### config.mk
export PLATFORM = sky130hd
export DESIGN_NAME = mem_initiator
export DESIGN_NICKNAME = d
export VERILOG_FILES = /design/src/rtl/mem_pkg.sv /design/src/rtl/mem_lat_counter.sv /design/src/rtl/mem_initiator.sv
export SDC_FILE = /design/constraint.sdc
export NUM_CORES = 1
export LEC_CHECK = 0
export ABC_CLOCK_PERIOD_IN_PS = 2100
export CAP_MARGIN = 20
export CORE_MARGIN = 2
export CORE_UTILIZATION = 35
export DETAILED_ROUTE_END_ITERATION = 10
export PLACE_DENSITY_LB_ADDON = 0.05
export SLEW_MARGIN = 5
export SYNTH_ARGS = -nofsm -noshare
export SYNTH_HDL_FRONTEND = slang
export SYNTH_SLANG_ARGS = --single-unit
### constraint.sdc
create_clock -name clk -period 2.1 [get_ports clk]
set_input_delay 0.21 -clock clk [delete_from_list [all_inputs] [get_ports clk]]
set_output_delay 0.21 -clock clk [all_outputs]
set_load 0.02 [all_outputs]
### src/rtl/mem_pkg.sv
`default_nettype none
// ============================================================================
// Module   : mem_pkg
// Brief    : Shared types and constants for the memory initiator.
// Revision : 1.0 - initial release
// ============================================================================
package mem_pkg;

   localparam int MEM_WORD_W        = 32;
   localparam int MEM_DEPTH_DEFAULT = 256;
   localparam int MEM_CNT_W         = 4;

   typedef enum logic [1:0] {
      IDLE   = 2'd0,
      ACCESS = 2'd1,
      RESP   = 2'd2
   } mem_state_t;

endpackage
`default_nettype wire

### src/rtl/mem_lat_counter.sv
`default_nettype none
// ============================================================================
// Module   : mem_lat_counter
// Brief    : Loadable down-counter with zero flag; times the memory access.
// Revision : 1.0 - initial release
// ============================================================================
module mem_lat_counter
   import mem_pkg::*;
#(
   parameter int WIDTH = MEM_CNT_W
)(
   input  logic             clk,
   input  logic             rst,
   input  logic             i_load,
   input  logic [WIDTH-1:0] i_load_val,
   input  logic             i_dec,
   output logic             o_zero
);

   logic [WIDTH-1:0] r_count;

   always_ff @(posedge clk) begin
      if (rst) begin
         r_count <= '0;
      end else if (i_load) begin
         r_count <= i_load_val;
      end else if (i_dec && (r_count != '0)) begin
         r_count <= r_count - WIDTH'(1);
      end
   end

   assign o_zero = (r_count == '0);

endmodule
`default_nettype wire

### src/rtl/mem_initiator.sv
`default_nettype none
// ============================================================================
// Module   : mem_initiator
// Brief    : Converts datapath load/store requests into timed word accesses
//            on a simple memory port. Define MEM_ALIGN_CHECK_EN to reject
//            misaligned byte addresses.
// Revision : 1.0 - initial release
// ============================================================================
module mem_initiator
   import mem_pkg::*;
#(
   parameter int MEM_LAT = 1,
   parameter int DEPTH   = MEM_DEPTH_DEFAULT
)(
   input  logic                  clk,
   input  logic                  rst,
   input  logic                  req_valid,
   input  logic                  req_we,
   input  logic [31:0]           req_addr,
   input  logic [MEM_WORD_W-1:0] req_wdata,
   output logic                  req_ready,
   output logic                  resp_valid,
   input  logic                  resp_ready,
   output logic [MEM_WORD_W-1:0] resp_rdata,
   output logic                  resp_err,
   output logic                  mem_ewr,
   output logic [31:0]           mem_dir,
   output logic [MEM_WORD_W-1:0] mem_din,
   input  logic [MEM_WORD_W-1:0] mem_dout
);

   localparam logic [MEM_CNT_W-1:0] c_lat_init = MEM_CNT_W'(MEM_LAT - 1);
   localparam logic [31:0]          c_depth    = 32'(DEPTH);

   mem_state_t            r_state,      w_state_nxt;
   logic                  r_req_ready,  w_req_ready_nxt;
   logic                  r_resp_valid, w_resp_valid_nxt;
   logic [MEM_WORD_W-1:0] r_resp_rdata, w_resp_rdata_nxt;
   logic                  r_resp_err,   w_resp_err_nxt;
   logic                  r_mem_ewr,    w_mem_ewr_nxt;
   logic [31:0]           r_mem_dir,    w_mem_dir_nxt;
   logic [MEM_WORD_W-1:0] r_mem_din,    w_mem_din_nxt;

   logic [31:0] w_index;
   logic        w_misaligned;
   logic        w_reject;
   logic        w_cnt_load;
   logic        w_cnt_dec;
   logic        w_cnt_zero;

   assign w_index = {2'b00, req_addr[31:2]};

`ifdef MEM_ALIGN_CHECK_EN
   assign w_misaligned = (req_addr[1:0] != 2'b00);
`else
   // Byte offset is ignored; the reference only keeps the whole address port in use.
   assign w_misaligned = 1'b0 & (|req_addr[1:0]);
`endif

   assign w_reject = (w_index >= c_depth) || w_misaligned;

   mem_lat_counter #(
      .WIDTH (MEM_CNT_W)
   ) u_lat_counter (
      .clk        (clk),
      .rst        (rst),
      .i_load     (w_cnt_load),
      .i_load_val (c_lat_init),
      .i_dec      (w_cnt_dec),
      .o_zero     (w_cnt_zero)
   );

   always_ff @(posedge clk) begin
      if (rst) begin
         r_state      <= IDLE;
         r_req_ready  <= 1'b1;
         r_resp_valid <= 1'b0;
         r_resp_rdata <= '0;
         r_resp_err   <= 1'b0;
         r_mem_ewr    <= 1'b0;
         r_mem_dir    <= '0;
         r_mem_din    <= '0;
      end else begin
         r_state      <= w_state_nxt;
         r_req_ready  <= w_req_ready_nxt;
         r_resp_valid <= w_resp_valid_nxt;
         r_resp_rdata <= w_resp_rdata_nxt;
         r_resp_err   <= w_resp_err_nxt;
         r_mem_ewr    <= w_mem_ewr_nxt;
         r_mem_dir    <= w_mem_dir_nxt;
         r_mem_din    <= w_mem_din_nxt;
      end
   end

   // Every output is computed one cycle ahead so it leaves the block from a flop.
   always_comb begin
      w_state_nxt      = r_state;
      w_req_ready_nxt  = r_req_ready;
      w_resp_valid_nxt = r_resp_valid;
      w_resp_rdata_nxt = r_resp_rdata;
      w_resp_err_nxt   = r_resp_err;
      w_mem_ewr_nxt    = r_mem_ewr;
      w_mem_dir_nxt    = r_mem_dir;
      w_mem_din_nxt    = r_mem_din;
      w_cnt_load       = 1'b0;
      w_cnt_dec        = 1'b0;

      case (r_state)
         IDLE: begin
            if (req_valid) begin
               w_req_ready_nxt = 1'b0;
               if (w_reject) begin
                  w_state_nxt      = RESP;
                  w_resp_valid_nxt = 1'b1;
                  w_resp_err_nxt   = 1'b1;
                  w_resp_rdata_nxt = '0;
               end else begin
                  w_state_nxt   = ACCESS;
                  w_mem_ewr_nxt = req_we;
                  w_mem_dir_nxt = w_index;
                  w_mem_din_nxt = req_wdata;
                  w_cnt_load    = 1'b1;
               end
            end
         end

         ACCESS: begin
            if (w_cnt_zero) begin
               w_state_nxt      = RESP;
               w_mem_ewr_nxt    = 1'b0;
               w_resp_valid_nxt = 1'b1;
               w_resp_err_nxt   = 1'b0;
               w_resp_rdata_nxt = r_mem_ewr ? '0 : mem_dout;
            end else begin
               w_cnt_dec = 1'b1;
            end
         end

         RESP: begin
            if (resp_ready) begin
               w_state_nxt      = IDLE;
               w_resp_valid_nxt = 1'b0;
               w_req_ready_nxt  = 1'b1;
            end
         end

         default: begin
            w_state_nxt      = IDLE;
            w_req_ready_nxt  = 1'b1;
            w_resp_valid_nxt = 1'b0;
            w_mem_ewr_nxt    = 1'b0;
         end
      endcase
   end

   assign req_ready  = r_req_ready;
   assign resp_valid = r_resp_valid;
   assign resp_rdata = r_resp_rdata;
   assign resp_err   = r_resp_err;
   assign mem_ewr    = r_mem_ewr;
   assign mem_dir    = r_mem_dir;
   assign mem_din    = r_mem_din;

endmodule
`default_nettype wire

==> flow_metrics.env, run 1 <==
export IMPL_status="finished, final reports clean"
export IMPL_clock_fmax_mhz=557
export IMPL_num_vias=4054
export IMPL_port_buffer_count=196
export IMPL_drcViolationCount=0
export IMPL_avgSynthCellArea_um2=9.38
export IMPL_synth_warnings=0
export IMPL_power_density_mw_per_mm2=608
export IMPL_nets=740
export IMPL_drv_slew=0
export IMPL_place_ws_ns=-0.0768
export IMPL_synth_top_area_share_pct=48.7
export IMPL_critPathMaxFanout=40
export IMPL_cts_buffers_inserted=9
export IMPL_antenna_found_initial=0
export IMPL_cts_setup_buffers=0
export IMPL_rsz0062_at_grt="false"
export IMPL_yosys_area_top_type="dfxtp_1"
export IMPL_drtIter0Drc=173
export IMPL_crit_path_top_delay_cell="clkdlybuf4s50_1"
export IMPL_worstSetupPathType="input port to flip-flop"
export IMPL_dp_hpwl_um=8670
export IMPL_clock_latency_ns=0.35
export IMPL_grt_ovfl_total=0
export IMPL_grt_util_met1_pct=22.6
export IMPL_ys_types=40
export IMPL_routed_wl_um=12700
export IMPL_grtUsageMet2_pct=30.2
export IMPL_clk_pin_slew_ns=0.07
export IMPL_cp_arrival_ns=2.03
export IMPL_synth_most_common_cell="dfxtp_1"
export IMPL_core_mm2=0.0120
export IMPL_cpPeakStageDelay_ns=0.41
export IMPL_yosysSeqAreaShare_pct=48.7
export IMPL_clock_root_buffer="clkbuf_16"
export IMPL_die_y_um=115
export IMPL_first_global_vias=3988
export IMPL_grt_usage_pct=18.8
export IMPL_detail_route_antenna_nets=0
export IMPL_ctsHoldBuffers=0
export IMPL_fillers=1090
export IMPL_vias_per_cell=5.13
export IMPL_wl_per_cell_um=16.0
export IMPL_crit_required_ns=2.33
export IMPL_synth_top_cells_by_count="dfxtp_1, a21oi_1, nand4_1"
export IMPL_clockBufferDepth=2
export IMPL_place_congestion=0.792
export IMPL_postLayoutSetupSlackWorst_ns=0.304
export IMPL_async_reset_ff_share_pct=0
export IMPL_period_share_pct=85.5
export IMPL_clock_skew_ns=0.00442
export IMPL_cp_cell_sequence="clkdlybuf4s50_1 > nor4_2 > nand4_1 > buf_4 > o31ai_1 > a21oi_1"
export IMPL_grt_max_degree=41
export IMPL_peakVddDrop_mv=0.369
export IMPL_critPathLaunchType="input port"
export IMPL_io_pins=201
export IMPL_crit_family="buffers and inverters"
export IMPL_busiest_layer="met2"
export IMPL_setup_violations_final=0
export IMPL_p_leak_nw=2.36
export IMPL_cts_tree="built"
export IMPL_fin_util_pct=56.1
export IMPL_yosys_register_bits=104
export IMPL_start_util_pct=35.7
export IMPL_die_area_mm2=0.0131
export IMPL_synth_area_mm2=0.00428
export IMPL_crit_path_end_kind="flip-flop"
export IMPL_firstDrtPassIters=4
export IMPL_cap_violations=0
export IMPL_synth_ff_type="dfxtp_1"
export IMPL_row_count=40
export IMPL_syn_to_final_growth_pct=56.9
export IMPL_n_antenna_cell=0
export IMPL_cts_resized=0
export IMPL_hp_class="input port to flip-flop"
export IMPL_min_period_ns=1.80
export IMPL_synth_cells=456
export IMPL_die_x_um=115
export IMPL_drive_gt1_share_pct=7.31
export IMPL_htree_levels=3
export IMPL_met3_usage_pct=5.82
export IMPL_hold_viol=0
export IMPL_synth_area_leaders="dfxtp_1, mux2i_1, o31ai_1"
export IMPL_synth_edf_count=0
export IMPL_clock_sinks=104
export IMPL_regArea_mm2=0.00208
export IMPL_grt_pass1_wl_um=19600
export IMPL_multi_input_area_mm2=0.00196
export IMPL_path_buf_inv=2
## final timing paths
kind,depth (start not counted),end,slack [ns],start
max,6,mem_din[0],0.30,req_addr[15]
min,3,mem_din[26],0.37,rst
max reg2reg,7,resp_rdata[17],0.42,u_lat_counter.r_count[0]
min reg2reg,1,mem_dir[14],0.46,mem_dir[14]
## layout make-up
class                   instances  area share, %
inverters                       6          0.336
clock inverters                 7           1.16
clock buffers                   9           3.36
multi-input cells             298           29.2
flip-flops and latches        104           31.0
well taps                     147           2.74
repair buffers                219           32.1
## layer usage
metal  wire length, um  vias up
met4               336        0
li1                  -     1998
met1              5480     1904
met3               924       23
met2              5920      129
met5                 0        -
## worst min-delay path, delay by kind of cell
kind	cells	cell delay [ns]
AO/OA/AOI/OAI	1	0.12
buffers and inverters	2	0.34
## flip-flops by register name, indices dropped and copies added (netlist names)
| name | flops |
|---|---|
| req_ready | 1 |
| u_lat_counter.r_count | 4 |
| mem_dir | 30 |
| r_state | 2 |
| resp_valid | 1 |
| mem_ewr | 1 |
| resp_err | 1 |
| mem_din | 32 |
| resp_rdata | 32 |
## kinds of logic (layout without fill, tap and decap cells)
group	Yosys count	after routing	share of synthesized area (%)
other	1	2	0.0877
AND/OR/NAND/NOR	164	164	22.7
multiplexers	34	34	7.96
adder cells (fa/ha/maj)	1	1	0.293
flip-flops	104	104	48.7
AO/OA/AOI/OAI	96	96	14.1
XOR/XNOR	1	1	0.205
buffers and inverters	55	241	5.94
## metrics by stage
stage          setup TNS, ns  cells  total power, mW  hold slack, ns  instance area (um^2)
2_1_floorplan              0    457             2.16           0.349                  4280
3_3_place_gp         -0.0103    774             2.40           0.442                  6400
3_5_place_dp           -1.20    774             2.40           0.448                  6400
4_1_cts                    0    790             4.13           0.353                  6710
5_1_grt                    0    790             4.25           0.379                  6710
6_report                   0    790             4.08           0.366                  6710
## cell usage in the layout (no fill, tap or decap), types with 2 or more instances in the layout
cell | synthesis | routed
o31ai_1 | 40 | 40
inv_6 | 0 | 3
a21oi_1 | 45 | 45
dfxtp_1 | 104 | 104
nor4_2 | 3 | 3
clkbuf_16 | 0 | 9
nor2b_1 | 2 | 2
nand4_1 | 41 | 41
nor3_1 | 7 | 7
buf_4 | 3 | 21
clkdlybuf4s50_1 | 0 | 195
a31oi_1 | 2 | 2
nand2b_1 | 35 | 35
buf_12 | 0 | 2
inv_1 | 6 | 6
nand2_1 | 33 | 33
conb_1 | 1 | 2
and4_1 | 2 | 2
and2_1 | 23 | 23
nor2_1 | 9 | 9
mux2i_1 | 34 | 34
## report_power, final
part           total (mW)  internal (mW)  switching, mW
registers            1.98           1.98        0.00388
clock network        1.73          0.938          0.789
logic               0.372          0.228          0.144
Note: power is estimated with default switching activity, not from simulation.
==> run 2, diff against run 1 <==
--- a/config.mk
+++ b/config.mk
@@ -6,7 +6,6 @@
 export NUM_CORES = 1
 export LEC_CHECK = 0
 export ABC_CLOCK_PERIOD_IN_PS = 2100
-export CAP_MARGIN = 20
 export CORE_MARGIN = 2
 export CORE_UTILIZATION = 35
 export DETAILED_ROUTE_END_ITERATION = 10
==> results of run 2 <==
The final DEF is identical to that of run 1; final timing and power are the same.
